[src/rtl/player_move_permit.sv]
// Movement-permission engine: scans the obstacle ROM and screen limits
// and registers up/down/left/right move enables for the player object.
//
// Ports:
//   btnClk2, rst           clock, synchronous active-high reset
//   start                  request a scan (honoured in IDLE only)
//   hPos, vPos             player left/top edge
//   objWidth, objHeight    player size
//   obs_addr               obstacle ROM address (1-cycle read latency)
//   obs_hPos, obs_vPos     obstacle left/top edge
//   obs_w, obs_h           obstacle size; obs_w == 0 marks an empty slot
//   upEnable..rightEnable  registered move permits
//   busy                   scan in progress
//   done                   one-cycle pulse when the enables update
module player_move_permit #(
  parameter int NUM_OBS = 8,
  parameter int STEP    = 12,
  parameter int H_MIN   = 0,
  parameter int H_MAX   = 640,
  parameter int V_MIN   = 0,
  parameter int V_MAX   = 480
) (
  input  logic        btnClk2,
  input  logic        rst,
  input  logic        start,
  input  logic [11:0] hPos,
  input  logic [11:0] vPos,
  input  logic [11:0] objWidth,
  input  logic [11:0] objHeight,
  output logic [3:0]  obs_addr,
  input  logic [11:0] obs_hPos,
  input  logic [11:0] obs_vPos,
  input  logic [11:0] obs_w,
  input  logic [11:0] obs_h,
  output logic        upEnable,
  output logic        downEnable,
  output logic        leftEnable,
  output logic        rightEnable,
  output logic        busy,
  output logic        done
);

  typedef enum logic [1:0] {
    IDLE,
    WAIT,
    CHK,
    DONE
  } state_t;

  localparam logic [3:0]  LAST_ADDR = 4'(NUM_OBS - 1);
  localparam logic [13:0] STEP14    = 14'(STEP);
  localparam logic [13:0] UP_MIN    = 14'(V_MIN + STEP);
  localparam logic [13:0] LEFT_MIN  = 14'(H_MIN + STEP);
  localparam logic [13:0] DOWN_MAX  = 14'(V_MAX);
  localparam logic [13:0] RIGHT_MAX = 14'(H_MAX);

  state_t state;

  logic [11:0] hLat;
  logic [11:0] vLat;
  logic [11:0] wLat;
  logic [11:0] htLat;

  // bit order everywhere: {up, down, left, right}
  logic [3:0] blocked;
  logic [3:0] hitVec;
  logic [3:0] blkNext;
  logic [3:0] bndOk;

  logic [13:0] pH;
  logic [13:0] pV;
  logic [13:0] pW;
  logic [13:0] pHt;
  logic [13:0] oH;
  logic [13:0] oV;
  logic [13:0] oW;
  logic [13:0] oHt;
  logic [13:0] upV;
  logic [13:0] dnV;
  logic [13:0] lfH;
  logic [13:0] rtH;
  logic        obsUsed;

  // Half-open rectangles: touching edges do not overlap.
  // 14-bit sums so that a shifted candidate plus its size never wraps.
  function automatic logic overlap(
    input logic [13:0] ah,
    input logic [13:0] av,
    input logic [13:0] aw,
    input logic [13:0] aht,
    input logic [13:0] bh,
    input logic [13:0] bv,
    input logic [13:0] bw,
    input logic [13:0] bht
  );
    return (ah < bh + bw) && (bh < ah + aw) &&
           (av < bv + bht) && (bv < av + aht);
  endfunction

  always_comb begin
    pH  = {2'b00, hLat};
    pV  = {2'b00, vLat};
    pW  = {2'b00, wLat};
    pHt = {2'b00, htLat};
    oH  = {2'b00, obs_hPos};
    oV  = {2'b00, obs_vPos};
    oW  = {2'b00, obs_w};
    oHt = {2'b00, obs_h};
    // up/left may underflow near 0; the boundary check blocks
    // those directions, so the wrapped value never matters.
    upV = pV - STEP14;
    dnV = pV + STEP14;
    lfH = pH - STEP14;
    rtH = pH + STEP14;
    obsUsed = (obs_w != 12'd0);
  end

  always_comb begin
    hitVec = 4'b0000;
    if (obsUsed) begin
      hitVec[3] = overlap(pH, upV, pW, pHt, oH, oV, oW, oHt);
      hitVec[2] = overlap(pH, dnV, pW, pHt, oH, oV, oW, oHt);
      hitVec[1] = overlap(lfH, pV, pW, pHt, oH, oV, oW, oHt);
      hitVec[0] = overlap(rtH, pV, pW, pHt, oH, oV, oW, oHt);
    end
    blkNext = blocked | hitVec;
  end

  always_comb begin
    bndOk    = 4'b0000;
    bndOk[3] = (pV >= UP_MIN);
    bndOk[2] = (pV + pHt + STEP14 <= DOWN_MAX);
    bndOk[1] = (pH >= LEFT_MIN);
    bndOk[0] = (pH + pW + STEP14 <= RIGHT_MAX);
  end

  always_ff @(posedge btnClk2) begin
    if (rst) begin
      state       <= IDLE;
      obs_addr    <= 4'd0;
      hLat        <= 12'd0;
      vLat        <= 12'd0;
      wLat        <= 12'd0;
      htLat       <= 12'd0;
      blocked     <= 4'b0000;
      upEnable    <= 1'b0;
      downEnable  <= 1'b0;
      leftEnable  <= 1'b0;
      rightEnable <= 1'b0;
      busy        <= 1'b0;
      done        <= 1'b0;
    end else begin
      unique case (state)
        IDLE: begin
          done <= 1'b0;
          if (start) begin
            hLat     <= hPos;
            vLat     <= vPos;
            wLat     <= objWidth;
            htLat    <= objHeight;
            blocked  <= 4'b0000;
            obs_addr <= 4'd0;
            busy     <= 1'b1;
            state    <= WAIT;
          end
        end
        WAIT: begin
          state <= CHK;
        end
        CHK: begin
          blocked <= blkNext;
          if (obs_addr == LAST_ADDR) begin
            upEnable    <= ~blkNext[3] & bndOk[3];
            downEnable  <= ~blkNext[2] & bndOk[2];
            leftEnable  <= ~blkNext[1] & bndOk[1];
            rightEnable <= ~blkNext[0] & bndOk[0];
            done        <= 1'b1;
            busy        <= 1'b0;
            state       <= DONE;
          end else begin
            obs_addr <= obs_addr + 4'd1;
            state    <= WAIT;
          end
        end
        DONE: begin
          done  <= 1'b0;
          state <= IDLE;
        end
        default: begin
          state <= IDLE;
        end
      endcase
    end
  end

endmodule

[config.mk]
export PLATFORM = sky130hd
export DESIGN_NAME = player_move_permit
export DESIGN_NICKNAME = d
export VERILOG_FILES = /design/src/rtl/player_move_permit.sv
export SDC_FILE = /design/constraint.sdc
export NUM_CORES = 1
export LEC_CHECK = 0
export CAP_MARGIN = 20
export CELL_PAD_IN_SITES_DETAIL_PLACEMENT = 1
export CELL_PAD_IN_SITES_GLOBAL_PLACEMENT = 1
export CORE_MARGIN = 8
export CORE_UTILIZATION = 43
export CTS_CLUSTER_SIZE = 16
export DETAILED_ROUTE_END_ITERATION = 16
export GPL_TIMING_DRIVEN = 0
export PLACE_DENSITY_LB_ADDON = 0.1
export RECOVER_POWER = 100
export SLEW_MARGIN = 5
export SYNTH_ARGS = -nofsm -noshare
export SYNTH_HDL_FRONTEND = slang
export SYNTH_SLANG_ARGS = --single-unit
[constraint.sdc]
create_clock -name btnClk2 -period 5.8 [get_ports btnClk2]
set_input_delay 0.87 -clock btnClk2 [delete_from_list [all_inputs] [get_ports btnClk2]]
set_output_delay 0.87 -clock btnClk2 [all_outputs]
set_load 0.02 [all_outputs]
==> impl_metrics.env <==
export IMPL_place_ws_ns=0.303
export IMPL_area_growth_pct=18.5
export IMPL_fmax_mhz=188
export IMPL_crit_slowest_cell="a311oi_1"
export IMPL_r2r_slack_ns=1.29
export IMPL_cts_made_buffers=9
export IMPL_stdcell_count=1604
export IMPL_final_cell_mix="ha_1 (218), nand2_1 (158), a21oi_1 (140), clkdlybuf4s50_1 (94), nor2_1 (72)"
export IMPL_die_area_sq_um=26700
export IMPL_htreeDepth=3
export IMPL_core_area_sq_um=21600
export IMPL_ir_worst_vdd_uv=170
export IMPL_drive_above_1_share_pct=2.72
export IMPL_end_kind="flop"
export IMPL_outcome="complete, no violations"
export IMPL_period_needed_ns=5.31
export IMPL_synthCells=1200
export IMPL_drt_wl_total_um=31900
export IMPL_post_cts_resized=0
export IMPL_wl_per_cell_um=19.9
export IMPL_async_flop_share_pct=0
export IMPL_grt_first_pass_wirelength_um=50900
export IMPL_hold_buffers=0
export IMPL_yosys_area_share_simple_pct=18.6
export IMPL_syn_avg_cell_area_sq_um=7.79
export IMPL_synth_top_family_by_area="adder cells"
export IMPL_num_rows=54
export IMPL_overflow=0
export IMPL_cts_root_buf="clkbuf_16"
export IMPL_fin_skew_ns=0.00719
export IMPL_setup_tns_ns=0
export IMPL_cts_tree="yes"
export IMPL_ys_flop_type="dfxtp_1"
export IMPL_hold_viol_final=0
export IMPL_synth_xor_area_share_pct=9.83
export IMPL_yosys_area_share_adder_pct=30.0
export IMPL_fin_ws_ns=0.492
export IMPL_power_leakage_nw=5.02
export IMPL_grt_max_degree=13
export IMPL_drtIter0Drc=307
export IMPL_start_util_pct=43.3
export IMPL_gp_congestion=0.879
export IMPL_seq_area_frac_synth_pct=13.7
export IMPL_synth_compound_area_share_pct=24.7
export IMPL_synth_edff_count=0
export IMPL_dp_cells=1588
export IMPL_slew_viol_final=0
export IMPL_required_ns=6.02
export IMPL_detail_route_antenna_nets=0
export IMPL_drt_pass1_iter_count=4
export IMPL_viasPerCell=5.82
export IMPL_fin_nets=1640
export IMPL_syn_area_sq_um=9350
export IMPL_antenna_found_initial=1
export IMPL_min_path_type="reg -> reg"
export IMPL_hpwl_um=27500
export IMPL_worst_ep_arrival_time_ns=5.53
export IMPL_synthDistinctLibCells=68
export IMPL_portBuffers=108
export IMPL_rsz0062_at_grt="false"
export IMPL_fp_dieW_um=163
export IMPL_route_detailed_drc=0
export IMPL_path_max_fanout=3
export IMPL_max_slew_margin_pct=41.2
export IMPL_cpPeakStageDelay_ns=0.60
export IMPL_grt_pass1_vias=9912
export IMPL_whs_ns=0.447
export IMPL_clkTransAtPathRegs_ns=0.06
export IMPL_layout_commonest_cell="ha_1"
export IMPL_clkLatencyLatePin_ns=0.33
export IMPL_fin_crit_sh_pct=91.5
export IMPL_ys_warnings_count=0
export IMPL_startpoint_type="primary input"
export IMPL_synth_seq_cells=64
export IMPL_synth_mux_area_share_pct=0
export IMPL_ios=109
export IMPL_syn_nets=1521
export IMPL_path_cells="dlygate4sd3_1 > ha_1 > fa_1 > a211oi_1 > nor2_1 > o21a_1 > nor2_1 > xor2_1 > ha_1 > and4_1 > a2111oi_0 > a21oi_1 > o31a_1 > a311oi_1 > o211a_1 > o21ai_0"
export IMPL_worst_slew_pin_slew_ns=0.860
export IMPL_path_class="in -> reg"
export IMPL_post_cts_setup_buffers=0
export IMPL_num_vias=9331
export IMPL_cts_buffer_depth=2
export IMPL_die_y_um=163
export IMPL_powerDensity_nw_per_um2=253
export IMPL_setup_viol=0
export IMPL_cap_violations=0
export IMPL_grt_use_total_pct=23.9
export IMPL_cts_num_sinks=64
cells in the mapped netlist, drive strengths merged, types with 8 or more instances:
cell / n / area [sq um]
ha: 218 / 2730
nand2: 158 / 593
a21oi: 141 / 709
nor2: 72 / 270
o21ai: 65 / 329
dfxtp: 64 / 1280
xor2: 54 / 473
xnor2: 51 / 447
inv: 44 / 165
a21o: 33 / 248
nor3: 23 / 115
clkbuf: 22 / 82.6
nand3: 22 / 110
o21a: 20 / 150
nand2b: 18 / 113
nand4: 13 / 81.3
nor2b: 12 / 75.1
nor4: 12 / 87.6
o211ai: 12 / 90.1
a2111oi: 10 / 87.6
and3: 10 / 62.6
or3: 10 / 67.6
a211oi: 8 / 60.1
buf: 8 / 47.5
o21bai: 8 / 60.1
routing by layer:
metal	global-route usage, %	up-vias	routed length, um
li1	-	4650	-
met3	1.56	46	538
met4	8.55	0	963
met1	25.7	4509	13000
met5	0	-	0
met2	47.7	126	17400
state kept, by name, indices dropped and copies added, names as in the netlist, 2 cells and up:
register  cells
hLat         12
htLat        12
vLat         12
wLat         12
blocked       4
obs_addr      4
state         2
where the power goes:
group	internal (W)	switching, W	total (W)	leakage [nW]
sequential	0.000478	0.0000603	0.000538	0.524
combinational	0.000730	0.000975	0.00171	4.36
clock	0.000333	0.000223	0.000556	0.134
total	0.00154	0.00126	0.00280	5.02
final cells by class:
cell class              instances  area, sq um
repair buffers                108         1080
diodes                          1         2.50
clock buffers                   9          225
plain buffers                  30          130
clock inverters                 6         70.1
well taps                     280          350
multi-input cells            1062         7780
flip-flops and latches         64         1280
inverters                      44          165
fillers                      2682        10500
logic make-up (layout without fill, tap and decap cells):
kind of cell	after synthesis	after routing
adder cells (fa/ha/maj)	222	222
AO/OA/AOI/OAI	363	363
other	0	1
XOR/XNOR	105	105
AND/OR/NAND/NOR	372	372
flip-flops	64	64
buffers and inverters	74	197
path summary, 6_finish.rpt:
check,from,end,depth (start not counted)
max,obs_vPos[0],leftEnable,16
min,blocked[3],blocked[3],2
max reg2reg,vLat[2],upEnable,15
min reg2reg,blocked[3],blocked[3],2
stage by stage:
step | instance area, sq um | power [W] | utilization [%]
global route | 11100 | 0.00305 | 51.3
CTS | 11100 | 0.00281 | 51.2
floorplan | 9350 | 0.00173 | -
detailed placement | 10800 | 0.00225 | 49.9
global placement | 10800 | 0.00219 | 49.9
finish | 11100 | 0.00280 | 51.3
worst max-delay path, delay by kind of cell:
family | cells | cell delay [ns]
buffers and inverters | 1 | 0.56
AOI/OAI and AO/OA | 8 | 2.22
xor gates and xnor gates | 1 | 0.41
adders and majority gates | 3 | 1.01
and+or+nand+nor | 3 | 0.44
(Power assumes the default switching activity.)
==> RTL edit 1 (same settings) <==
Make the reset (`rst`) asynchronous in one clocked block. Comments in the files are not updated.
--- a/src/rtl/player_move_permit.sv
+++ b/src/rtl/player_move_permit.sv
@@ -134,7 +134,7 @@
     bndOk[0] = (pH + pW + STEP14 <= RIGHT_MAX);
   end
 
-  always_ff @(posedge btnClk2) begin
+  always_ff @(posedge btnClk2 or posedge rst) begin
     if (rst) begin
       state       <= IDLE;
       obs_addr    <= 4'd0;
Function: differs if rst is asserted again (counterexample within 4 cycles, from zero or initial values and one cycle with rst high); with rst held inactive, the same outputs for 10 cycles.
==> RTL edit 1 against the unedited design <==
- the flow now finishes with violations (max-capacitance violations, max-slew violations)
- worst setup slack worse by 0.16 ns
- global-route usage down 1.3 points
- final area up 2.4%
- routed wire length down 1.3%
- sequential cell count unchanged
- non-clock buffer count down 9
- largest cell class unchanged
- synthesized area up 2.9%
- maximum frequency down 3.0%
- sequential share of layout area up 2.6 points
Power is not shown: default switching activity piles up to over one toggle a cycle in this logic, so the estimate is an artifact.
==> RTL edit 1: results (changes against the unedited design) <==
- Dpl cell area: 0.0111 mm² (+2.5%)
- Register area: 0.00160 mm² (+25%)
- Clock-cell share: 2.54% (-0.13 points)
- Sequential cell area fraction in the yosys report: 16.6% (+2.9 points)
- Rel. slew slack: -106% (-150 points)
- Inverters: 38 (-14%)
- Total length of routed met3 wires: 570 µm (+5.9%)
- Via count: 8958 (-4.0%)
- Overall Global Routing Usage: 22.6% (-1.3 points)
- Worst flop-to-flop path endpoint: leftEnable
- Drt wl/cell: 20.9 µm (+5.1%)
- Status: complete, but fails checks
- Clock Skew: 0.00492 ns (-0.00227 ns)
- FILL cells: 2615 (-2.5%)
- Multi-input comb cells: 981 (-7.6%)
- Routability cong.: 0.893 (+1.6%)
- Hold EP: upEnable
- First-pass GRT wire length: 50.8 mm (-0.12%)
- Dominant cells by area after synthesis: ha_1 (28%), dfrtp_1 (17%), mux2_2 (5.7%), a21oi_1 (5.3%), xor2_1 (5.2%)
- Fin nets: 1544 (-5.9%)
- Final Util: 51.8% (+0.57 points)
- Multi-input combinational area share: 68.7% (-1.5 points)
- Failing checks: max-capacitance violations, max-slew violations
- MaxCap Viol Count: 1 (+1)
- Synth top cells by count: ha_1 (218), a21oi_1 (102), o21ai_0 (67)
- Pins Over Slew Limit: 65 (+65)
- Hold depth: 1 (-1)
- Vias in the first global route: 9751 (-1.6%)
- Ys async rst share: 100% (+100 points)
- NonClk Buf Share: 10.3% (-0.64 points)
- Register-to-Register Path Depth: 21 (+6)
- CP peak stage delay: 0.68 ns (+0.08 ns)
- Min-delay src: blocked[3]
- Layout cell share with drive strength beyond 1: 6.93% (+4.2 points)
==> RTL edit 1: kinds of logic after synthesis <==
| group | after synthesis | share of synthesized area, % |
|---|---|---|
| xor+xnor | 102 | 9.28 |
| buf+inv | 59 | 2.38 |
| flops | 64 | 16.6 |
| compound gates | 330 | 21.9 |
| simple gates | 278 | 14.8 |
| fa+ha+maj | 222 | 29.2 |
| mux | 49 | 5.73 |
==> RTL edit 1: metal layers <==
metal / track usage, % / vias up
met5: 0 / -
met4: 6.62 / 0
met3: 1.87 / 31
met2: 43.6 / 139
met1: 25.7 / 4407
li1: - / 4381
==> RTL edit 1: metrics by stage <==
stage               hold WS (ns)  setup TNS, ns  worst slack (ns)
global route               0.510              0            0.0143
detailed placement         0.465         -0.322            -0.153
global placement           0.462       -0.00193          -0.00193
finish                     0.471              0             0.327
CTS                        0.467              0             0.210
floorplan                  0.436              0              1.28
==> RTL edit 2 (same flow settings) <==
Without the edit above. Set the parameter `STEP` to 6 (it was 12).
--- a/src/rtl/player_move_permit.sv
+++ b/src/rtl/player_move_permit.sv
@@ -14,7 +14,7 @@
 //   done                   one-cycle pulse when the enables update
 module player_move_permit #(
   parameter int NUM_OBS = 8,
-  parameter int STEP    = 12,
+  parameter int STEP    = 6,
   parameter int H_MIN   = 0,
   parameter int H_MAX   = 640,
   parameter int V_MIN   = 0,
Formal check against the unedited RTL: no difference found for any inputs over 10 cycles, from zero or initial values and one cycle with rst high; that may be too few to reach the edited logic, so the function may still have changed.
==> RTL edit 2 against the unedited design <==
- worst setup slack got worse by 0.21 ns
- total power rose by 8.6%
- sequential share of layout area fell by 0.77 points
- count of clock-buffer cells in the layout increased by 2
- sequential cell count did not move
- cell count grew 8.1%
- routed wire length grew 9.8%
- synthesized area is 7.5% higher
- final area rose by 7.1%
==> RTL edit 2: results (changes against the unedited design) <==
- Drt total wl: 35.1 mm (+9.8%)
- Max clock buf depth: 2 (unchanged)
- Clock Skew: 0.0107 ns (+0.00353 ns)
- Ys async rst share: 0% (unchanged)
- Dominant cells by area after synthesis: ha_1 (29%), dfxtp_1 (13%), a21oi_1 (6.4%), nand2_1 (5.6%), xor2_1 (5.1%)
- Clock transition at path regs: 0.06 ns (about the same)
- Largest net degree at the start of global routing: 13 (unchanged)
- CP startpoint: obs_hPos[1]
- First-pass GRT wire length: 56.1 mm (+10%)
- Hold_ws: 0.462 ns (+0.0150 ns)
- CP peak stage delay: 0.72 ns (+0.12 ns)
- Post-Syn Nets: 1632 (+7.3%)
- Overall Global Routing Usage: 24.6% (+0.66 points)
- Register-to-Register Path Depth: 19 (+4)
- Vias in the first global route: 11000 (+10%)
- Status: complete, no violations
- Ys Warns: 0 (unchanged)
- Diodes inserted: 0 (-1)
- Post-synth cell types: 73 (+7.4%)
- Dpl cell area: 0.0115 mm² (+6.9%)
- FMAX: 0.181 GHz (-3.8%)
- I/O Buffers: 107 (-0.93%)
- Initial DRT Pass Iterations: 4 (unchanged)
- R2R Setup Slk: 0.51 ns (-0.78 ns)
- Min-delay worst type: register to register
- Hold depth: 2 (unchanged)
- Leakage Power: 5.36 nW (+6.7%)
- Clock root cell: clkbuf_16
- Worst vdd rail ir drop: 0.000130 V (-23%)
- Max FO, Critical Path: 4 (+1)
- Clk_lat worst skew: roughly 0.34 ns
- Sequential cell area fraction in the yosys report: 12.7% (-0.96 points)
- Worst flop-to-flop path endpoint: downEnable
- H-tree lvl count: 3 (unchanged)
- Total CTS buffers: 9 (unchanged)
- Initial drt markers: 319 (+3.9%)
- Arr. time, crit path: 5.70 ns (+0.17 ns)
- Top delay family on crit path: compound AO/OA/AOI/OAI gates
- Top FF cell, synth: dfxtp_1
- Initial antenna violation count: 0 (-1)
- Drt via density: 5.84 (+0.38%)
- Fin nets: 1750 (+6.7%)
- Crit path capture type: register
- Synth top cells by count: ha_1 (235), nand2_1 (150), a21oi_1 (128)
- Pre-CTS WS: -0.0348 ns (-0.338 ns)
- Layout cell share with drive strength beyond 1: 2.69% (-0.036 points)
- Routability cong.: 0.913 (+3.9%)
- Rel. slew slack: 31.6% (-9.6 points)
- Hpwl dp: 30.5 mm (+11%)
- RR Startpoint: vLat[1]
- Slowest cell on the critical path: o41ai_1
RTL edit 2: cell types whose count changed after synthesis, moves of 8 or more:
cell,before,now
o21ai_1,2,20
ha_1,218,235
o21ai_0,62,45
nor3_1,23,37
a21oi_1,140,128
nand2_1,158,150
nand2b_1,18,26
RTL edit 2: repair_timing:
| action | 4_1_cts | 5_1_grt |
|---|---|---|
| setup buffers | 0 | 0 |
| endpoints found under the setup margin | 0 | 4 |
| gates resized for setup | 0 | 2 |
RTL edit 2: worst min path at each step:
stage / to / startpoint
6_report: blocked[0] / blocked[0]
5_1_grt: blocked[0] / blocked[0]
4_1_cts: blocked[0] / blocked[0]
3_5_place_dp: blocked[0] / blocked[0]
3_3_place_gp: blocked[0] / blocked[0]
2_1_floorplan: blocked[0] / blocked[0]
RTL edit 2: layer usage:
layer / wire (µm) / up-vias / share of wire (%) / global-route usage [%]
li1: - / 4994 / - / -
met1: 14200 / 4908 / 41 / 26.1
met2: 18500 / 156 / 53 / 48.2
met3: 855 / 68 / 2.4 / 1.96
met4: 1490 / 0 / 4.3 / 11.2
met5: 0 / - / 0 / 0
RTL edit 2: layout make-up:
class                      instances  area [µm²]
inverter                          49         184
fill                            2833       11300
buffer                            35         139
sequential                        64        1280
timing repair buffer             107        1070
multi-input combinational       1144        8460
tap                              319         399
clock inverter                     5        85.1
clock buffer                      11         253
RTL edit 2: worst min-delay path, cell delays in order (launching register included):
cell and delay [ns]:
dfxtp_1 0.31, inv_1 0.05, a21oi_1 0.05
RTL edit 2: metrics by stage:
stage | util, % | power, W | std cells
3_3_place_gp | 49.7 | 0.00234 | 1718
6_report | 51.2 | 0.00304 | 1734
2_1_floorplan | - | 0.00183 | 1292
4_1_cts | 51.2 | 0.00306 | 1734
3_5_place_dp | 49.7 | 0.00242 | 1718
5_1_grt | 51.2 | 0.00330 | 1734
RTL edit 2: cells by family (layout without fill, tap and decap cells):
family	after synthesis	count (layout)	synth area share, %
flops	64	64	12.7
xor+xnor	106	106	9.23
compound gates	363	363	23.0
fa+ha+maj	241	241	30.4
mux	2	2	0.199
simple gates	432	432	21.2
buf+inv	84	207	3.21
RTL edit 2: where the power goes:
group          total, W  switching (W)  leakage [nW]  internal [W]
Sequential     0.000538      0.0000615         0.523      0.000476
Combinational   0.00188        0.00109          4.67      0.000790
Clock          0.000625       0.000222         0.163      0.000403
